## src/rtl/spi_tx_engine.sv

```systemverilog
// spi_tx_engine: SPI master transmit path, made of an sclk/baud generator and a byte shift transmitter.
// Build option: define SPI_TX_LSBF_EN to honour the lsbf port. Otherwise every frame goes out MSB first.
//
// state | meaning
// IDLE  | no frame in flight; ready_o follows en
// SHIFT | frame in flight; bits advance on sample/shift strobes
module spi_tx_engine #(
  parameter int DATA_W = 8
) (
  input  logic              clk_i,
  input  logic              rst_n,
  input  logic              sclk_en,
  input  logic              cpol,
  input  logic              cpha,
  input  logic [2:0]        spr,
  input  logic [2:0]        sppr,
  input  logic              en,
  input  logic              lsbf,
  input  logic [DATA_W-1:0] data_i,
  input  logic              valid_i,
  output logic              ready_o,
  output logic              sclk,
  output logic              sample,
  output logic              sdo
);

  localparam int IDX_W = $clog2(DATA_W);

  typedef enum logic {
    IDLE  = 1'b0,
    SHIFT = 1'b1
  } state_t;

  state_t             state;
  logic [9:0]         cnt;
  logic               phase;
  logic               shift;
  logic [10:0]        half;
  logic [9:0]         half_m1;
  logic               wrap;
  logic               lsbf_in;
  logic               lsbf_q;
  logic [DATA_W-1:0]  data_q;
  logic [IDX_W-1:0]   bit_cnt;

`ifdef SPI_TX_LSBF_EN
  assign lsbf_in = lsbf;
`else
  logic unused_lsbf;
  assign unused_lsbf = lsbf;
  assign lsbf_in     = 1'b0;
`endif

  // Half period spans 1..1024 clocks, so it needs 11 bits; its terminal count fits in 10.
  assign half    = {7'd0, ({1'b0, sppr} + 4'd1)} << spr;
  assign half_m1 = 10'(half - 11'd1);
  assign wrap    = (cnt == half_m1);
  assign sclk    = phase ^ cpol;

  function automatic logic bit_at(input logic [DATA_W-1:0] d,
                                  input logic              lsb,
                                  input logic [IDX_W-1:0]  idx);
    logic [IDX_W-1:0] ridx;
    ridx = IDX_W'(DATA_W - 1) - idx;
    return lsb ? d[idx] : d[ridx];
  endfunction

  // A leading edge is phase 0->1. cpha decides whether that edge samples or shifts.
  always_ff @(posedge clk_i) begin
    if (!rst_n || !sclk_en) begin
      cnt    <= '0;
      phase  <= 1'b0;
      sample <= 1'b0;
      shift  <= 1'b0;
    end else begin
      sample <= 1'b0;
      shift  <= 1'b0;
      if (wrap) begin
        cnt   <= '0;
        phase <= ~phase;
        if (phase ^ cpha) shift  <= 1'b1;
        else              sample <= 1'b1;
      end else begin
        cnt <= cnt + 10'd1;
      end
    end
  end

  always_ff @(posedge clk_i) begin
    if (!rst_n) begin
      state   <= IDLE;
      ready_o <= 1'b0;
      sdo     <= 1'b0;
      bit_cnt <= '0;
      data_q  <= '0;
      lsbf_q  <= 1'b0;
    end else if (!en) begin
      state   <= IDLE;
      ready_o <= 1'b0;
    end else begin
      case (state)
        IDLE: begin
          if (valid_i && ready_o) begin
            data_q  <= data_i;
            lsbf_q  <= lsbf_in;
            bit_cnt <= '0;
            sdo     <= bit_at(data_i, lsbf_in, IDX_W'(0));
            state   <= SHIFT;
            ready_o <= 1'b0;
          end else begin
            ready_o <= 1'b1;
          end
        end
        SHIFT: begin
          ready_o <= 1'b0;
          if (sample) begin
            // ready_o stays low for the first IDLE cycle, which enforces the inter-byte gap.
            if (bit_cnt == IDX_W'(DATA_W - 1)) begin
              bit_cnt <= '0;
              state   <= IDLE;
            end else begin
              bit_cnt <= bit_cnt + 1'b1;
            end
          end else if (shift && bit_cnt != '0) begin
            sdo <= bit_at(data_q, lsbf_q, bit_cnt);
          end
        end
        default: begin
          state   <= IDLE;
          ready_o <= 1'b0;
        end
      endcase
    end
  end

endmodule

```

## config.mk

```make
export PLATFORM = sky130hd
export DESIGN_NAME = spi_tx_engine
export DESIGN_NICKNAME = d
export VERILOG_FILES = /design/src/rtl/spi_tx_engine.sv
export SDC_FILE = /design/constraint.sdc
export NUM_CORES = 1
export LEC_CHECK = 0
export CAP_MARGIN = 40
export CORE_MARGIN = 4
export CORE_UTILIZATION = 56
export CTS_CLUSTER_DIAMETER = 50
export CTS_CLUSTER_SIZE = 25
export DETAILED_ROUTE_END_ITERATION = 16
export DONT_BUFFER_PORTS = 1
export GPL_TIMING_DRIVEN = 0
export MAX_ROUTING_LAYER = met4
export PLACE_DENSITY = 0.71
export SLEW_MARGIN = 20
export SYNTH_ARGS = -nofsm -noshare
export SYNTH_HDL_FRONTEND = slang
export SYNTH_SLANG_ARGS = --single-unit
```

## constraint.sdc

```tcl
create_clock -name clk_i -period 3.8 [get_ports clk_i]
set_clock_uncertainty 0.2 [all_clocks]
set_input_delay 0.76 -clock clk_i [delete_from_list [all_inputs] [get_ports clk_i]]
set_output_delay 0.76 -clock clk_i [all_outputs]
set_load 0.01 [all_outputs]
```

==> flow_summary.toml, run 1 <==
[status]
outcome = "completed"

[setup_path]
reg2reg_to = "cnt[3]"
cp_data_required_time_ps = 3760
slowest_delay_ps = 400
crit_chain = "ha_1 -> clkbuf_2 -> nor2b_1 -> o21ai_1 -> nand2b_1 -> ha_1 -> nand3_1 -> a2111oi_2 -> o21a_1 -> o21ai_1 -> a311oi_2 -> buf_6 -> nor3_2"
path_max_fanout = 10
r2r.worst_path.cells = 8
criticalPathCategory = "input pin to register"
startpoint_type = "input pin"
ff2ff_setup_slack_ps = 1620
critical_path.endpoint_type = "register"
crit_path_top_delay_cell = "a2111oi_2"
cp.arrival_ps = 3670
r2r-start = "cnt[2]"

[cells_and_area]
fin_nets = 288
fin_util_pct = 62.3
area.growth.synth_to_final_pct = 5.19
antennaDiodeCount = 0
fillers = 351
share_of_layout_cells_above_drive_strength_1_pct = 18.5
multi_input_comb_area_sq_um = 1550
regArea_sq_um = 541

[placement]
gp_congestion = 0.904
hpwl_mm = 3.52
buffer_ports.inserted = 0

[logic_synthesis]
synth.lib_cells_used.distinct = 71
synth_seq_area_share_pct = 24.4
number_of_enable_type_register_cells_in_the_synthesized_netlist = 0
yosys_register_bits = 27
syn_area_per_cell_sq_um = 8.69
synthesis.yosys.warnings = 0
syn_nets = 283
synth_flop_cell = "dfxtp_1"
postSynthCellCount = 255
synth-async-reset-ratio_pct = 0
mappedNetlistArea_sq_um = 2220

[power]
internal-power_uw = 427
power_frac_seq_pct = 47.2
power_switching_uw = 187
p_sw_share_pct = 30.5
largest_vdd_supply_drop_mv = 0.140
p_comb_share_pct = 24.8
leakage_nw = 0.793
cellPowerDensity_nw_per_um2 = 263
power_uw = 614
clkPwrFrac_pct = 28.0

[global_route]
track_usage_pct = 20.2
grt_start_max_net_pins = 17
grt_antenna_before_repair = 0
grt_first_pass_wirelength_mm = 7.97
vias_in_the_first_global_route = 1759
globalRouteOverflowTotal = 0

[drt]
drt_first_pass_iters = 4
met1_routed_wirelength_after_detailed_routing_mm = 2.07
wirelength_mm = 4.56
length_of_routed_met3_wiring_microns = 178
initialDrtViolationCount = 68
route.top_layer_used = "met4"
total_number_of_vias = 1813
post-route-drc-count = 0
wl_per_cell_microns = 14.9
met2_wirelength_from_detailed_routing_mm = 2.25
final_antenna_net_count = 0
routed_via_density = 5.91

[timing]
max_clock_freq_mhz = 270
finalSetupViolCount = 0
final_period_minus_worst_setup_slack_ps = 3710
finalHoldWorstSlack_ps = 269
finalHoldViolations = 0
report.final.slew_viol_count = 0
tightest_slew_ps = 611
min_period_over_period_pct = 97.6
max_slew_margin_pct = 59.2

[cts]
cts_tree = "built"
clkTransAtPathRegs_ps = 100
holdBufCountCts = 0
clkLatencyLatePin_ps = 290
ctsHtreeMaxLevel = 1
cts-root-to-sink-buffers = 2
cts-root-buf = "clkbuf_8"
post-cts-setup-buffer-count = 0
numCtsBuffers = 3
cts.sinks = 27

[floorplan]
die_area_sq_um = 5030
floorplan.io_pins = 26
placementRows = 22
core_region_area_sq_um = 3740
dieHeight_microns = 70.9
start_util_pct = 59.2
die_width_microns = 70.9

[hold_path]
whs_endpoint = "data_q[5]"
whs_path_depth = 2
hold_path_class = "register to register"
min_from = "data_q[5]"

[run]
cap_violations = 0
-- cell families after synthesis --
family	after synthesis	share of synthesized area, %
AOI/OAI and AO/OA	55	17.7
xor gates and xnor gates	21	9.65
and+or+nand+nor	115	32.9
muxes	8	5.87
DFF	27	24.4
buffers and inverters	23	6.09
adders and majority gates	6	3.39
-- power groups by stage --
stage          Sequential (mW)  Clock [mW]  Combinational, mW
2_1_floorplan            0.296           0              0.127
3_3_place_gp             0.297           0              0.149
3_5_place_dp             0.297           0              0.149
4_1_cts                  0.290       0.175              0.150
5_1_grt                  0.291       0.184              0.167
6_report                 0.290       0.172              0.152
-- through the flow --
stage / instance area [sq um] / setup TNS, ps / cells / setup WS [ps]
2_1_floorplan: 2220 / 0 / 255 / 285
3_3_place_gp: 2280 / -1570 / 303 / -153
3_5_place_dp: 2280 / -1530 / 303 / -153
4_1_cts: 2330 / 0 / 307 / 134
5_1_grt: 2330 / -740 / 307 / -81.6
6_report: 2330 / 0 / 307 / 91.4
-- flip-flops by register name, indices dropped and copies added (netlist names) --
register and cells:
state 1, phase 1, bit_cnt 3, ready_o 1, shift 1, data_q 8, sdo 1, sample 1
cnt 10
-- synthesized netlist by cell type, drive strengths merged, types with 5 or more instances --
master  number  area, sq um
clkbuf       5         30.0
o21ai       15         75.1
dfxtp       27          541
inv         11         41.3
nor2        12         47.6
xnor2       14          145
ha           6         75.1
buf          5         50.0
nor2b        7         43.8
nand3        9         50.1
nor3        15          120
xor2         7         68.8
a21boi       9         67.6
a21oi        8         40.0
nand2       33          124
nand4        5         31.3
-- placed cells by master, fill, tap and decap left out, drive strengths merged, types with 2 or more instances in the layout --
cell type	instances
xor2	7
nor2	12
and2	3
nand2b	4
a311oi	2
clkbuf	8
and4	4
nand3b	3
nor3b	3
nand4	5
nor4b	2
dfxtp	27
xnor2	14
ha	6
and3	4
a21boi	9
nand3	9
a21oi	8
a22oi	2
or2	4
nor3	15
inv	11
nand2	33
o21a	3
mux4	4
nor4	4
mux2i	4
o22ai	2
buf	5
nor2b	7
o21ai	15
-- worst max-delay path by stage --
stage | start | end | slack [ps] | cells after the start
3_3_place_gp | sppr[0] | cnt[9] | -150 | 13
3_5_place_dp | sppr[0] | cnt[3] | -150 | 13
6_report | sppr[0] | cnt[3] | 90 | 13
2_1_floorplan | sppr[0] | cnt[2] | 280 | 13
5_1_grt | sppr[0] | cnt[6] | -80 | 13
4_1_cts | sppr[0] | cnt[3] | 130 | 13
-- layout make-up --
| type | count | share of cell area, % |
|---|---|---|
| tap | 48 | 2.58 |
| multi-input combinational | 205 | 66.4 |
| inverter | 12 | 1.93 |
| clock inverter | 1 | 0.322 |
| clock buffer | 3 | 1.77 |
| sequential | 27 | 23.2 |
| buffer | 11 | 3.86 |
-- layer usage --
layer | global-route usage, % | vias up
li1 | - | 926
met2 | 33.3 | 35
met1 | 25.5 | 847
met4 | 7.10 | 0
met3 | 2.41 | 5
met5 | - | -
-- worst max-delay path, delay by kind of cell --
kind	cells	cell delay [ps]
AO/OA/AOI/OAI	5	1310
buffers and inverters	2	410
adder cells (fa/ha/maj)	2	560
AND/OR/NAND/NOR	4	640
-- what timing repair did --
item / in CTS / in global routing
gates resized for setup: 0 / 2
endpoints found under the setup margin: 0 / 13
endpoints found under the hold margin: 0 / 0
(Power assumes the default switching activity.)
==> run 2: changes to the inputs <==
--- a/config.mk
+++ b/config.mk
@@ -14,7 +14,7 @@
 export DONT_BUFFER_PORTS = 1
 export GPL_TIMING_DRIVEN = 0
 export MAX_ROUTING_LAYER = met4
-export PLACE_DENSITY = 0.71
+export PLACE_DENSITY_LB_ADDON = 0.2
 export SLEW_MARGIN = 20
 export SYNTH_ARGS = -nofsm -noshare
 export SYNTH_HDL_FRONTEND = slang
==> run 2 against run 1 <==
Sequential share of layout area hardly changed. Wire length grew 0.11%. Combinational power is essentially flat. Final cell count stayed put. Largest power group unchanged. Highest routed layer unchanged.
==> flow_summary.toml, run 2 (same netlist as run 1, synthesis figures left out) <==
[power]
largest_vdd_supply_drop_mv = 0.126
leakage_nw = 0.791
cellPowerDensity_nw_per_um2 = 261

[global_route]
grt_first_pass_wirelength_mm = 7.94
grt_start_max_net_pins = 17
track_usage_pct = 19.5
vias_in_the_first_global_route = 1697
globalRouteOverflowTotal = 0
grt_antenna_before_repair = 0

[timing]
finalHoldWorstSlack_ps = 271
max_clock_freq_mhz = 280
tightest_slew_ps = 577
timing.final.ws_setup_ps = 231
grt_setup_unrepaired = "false"
max_slew_margin_pct = 61.4
finalSetupViolCount = 0
finalHoldViolations = 0
final_period_minus_worst_setup_slack_ps = 3570
min_period_over_period_pct = 93.9
report.final.slew_viol_count = 0
fin_setup_tns_ps = 0

[drt]
routed_via_density = 5.92
total_number_of_vias = 1818
wl_per_cell_microns = 14.9
wirelength_mm = 4.57
final_antenna_net_count = 0
drt_first_pass_iters = 4
post-route-drc-count = 0
initialDrtViolationCount = 86

[setup_path]
r2r-start = "cnt[2]"
cp_data_required_time_ps = 3750
r2r.worst_path.cells = 8
launch_point_of_the_critical_path = "sppr[0]"
critical_path.endpoint_type = "register"
cp.arrival_ps = 3520
startpoint_type = "input pin"
path_max_fanout = 10
criticalPathCategory = "input pin to register"

[cts]
clkTransAtPathRegs_ps = 90
clkLatencyLatePin_ps = 270
cts.sinks = 27
numCtsBuffers = 3
holdBufCountCts = 0
cts-root-buf = "clkbuf_8"
cts-root-to-sink-buffers = 2
cts_tree = "built"
ctsHtreeMaxLevel = 1

[floorplan]
die_area_sq_um = 5030
start_util_pct = 59.2
core_region_area_sq_um = 3740
die_width_microns = 70.9
placementRows = 22
floorplan.io_pins = 26
dieHeight_microns = 70.9

[placement]
hpwl_mm = 3.56
placedCellCount = 303
gp_congestion = 0.939
pre_cts_ws_ps = -180
buffer_ports.inserted = 0

[cells_and_area]
antennaDiodeCount = 0
biggestRegsByFlops = "cnt (10), data_q (8), bit_cnt (3)"
largest_register_ff_count = 10
layout.cells.most_common = "nand2_1"
fin_util_pct = 62.2
fin_nets = 288
final_cell_mix = "nand2_1 (33), dfxtp_1 (27), nor2_1 (11), xnor2_1 (11), inv_1 (10)"
final_cells = 307
fillers = 351
area.growth.synth_to_final_pct = 5.08
share_of_layout_cells_above_drive_strength_1_pct = 18.5
multi_input_comb_area_sq_um = 1550
regMostFlops = "cnt"
regArea_sq_um = 541

[status]
outcome = "completed"

[hold_path]
hold_path_class = "register to register"
min_from = "data_q[5]"
whs_path_depth = 2

[run]
cap_violations = 0
run 2: cell counts in the layout (fill, tap and decap cells not counted):
No cell type changed its count.
run 2: cell type report:
type	instances	share of cell area (%)
Inverter	12	1.93
Sequential cell	27	23.2
Tap cell	48	2.58
Multi-Input combinational cell	205	66.3
Clock buffer	3	1.77
Clock inverter	1	0.322
Buffer	11	3.87
run 2: routing by layer:
metal	vias to the layer above	wire [microns]	global-route usage [%]
met3	4	243	3.55
met2	46	2210	30.7
li1	934	-	-
met1	834	2070	26.3
met4	0	44	3.76
met5	-	0	-
run 2: critical path: stages:
cell and delay [ps]:
ha_1 260, clkbuf_2 180, nor2b_1 160, o21ai_1 250, nand2b_1 170, ha_2 250, nand3_1 170, a2111oi_1 390
o21a_1 180, o21ai_1 120, a311oi_2 340, buf_6 230, nor3b_2 60
run 2: path summary, 6_finish.rpt:
| path | slack (ps) | to |
|---|---|---|
| min | 270 | data_q[5] |
| max | 230 | cnt[1] |
| max reg2reg | 1620 | cnt[1] |
| min reg2reg | 270 | data_q[5] |
run 2: per-stage QoR:
| stage | power (mW) | cell area, sq um |
|---|---|---|
| detailed placement | 0.447 | 2280 |
| global placement | 0.445 | 2280 |
| finish | 0.608 | 2330 |
| floorplan | 0.423 | 2220 |
| global route | 0.643 | 2330 |
| CTS | 0.615 | 2330 |
run 2: power by group:
group | leakage [nW] | total, mW | switching, mW | internal, mW
registers | 0.218 | 0.290 | 0.00324 | 0.287
clock network | 0.0217 | 0.167 | 0.0921 | 0.0745
logic | 0.551 | 0.152 | 0.0868 | 0.0652
total | 0.791 | 0.608 | 0.182 | 0.426
run 2: repair_timing:
item,in CTS,in global routing
gates resized for setup,0,2
endpoints found under the hold margin,0,0
buffers inserted,0,0
endpoints found under the setup margin,0,11
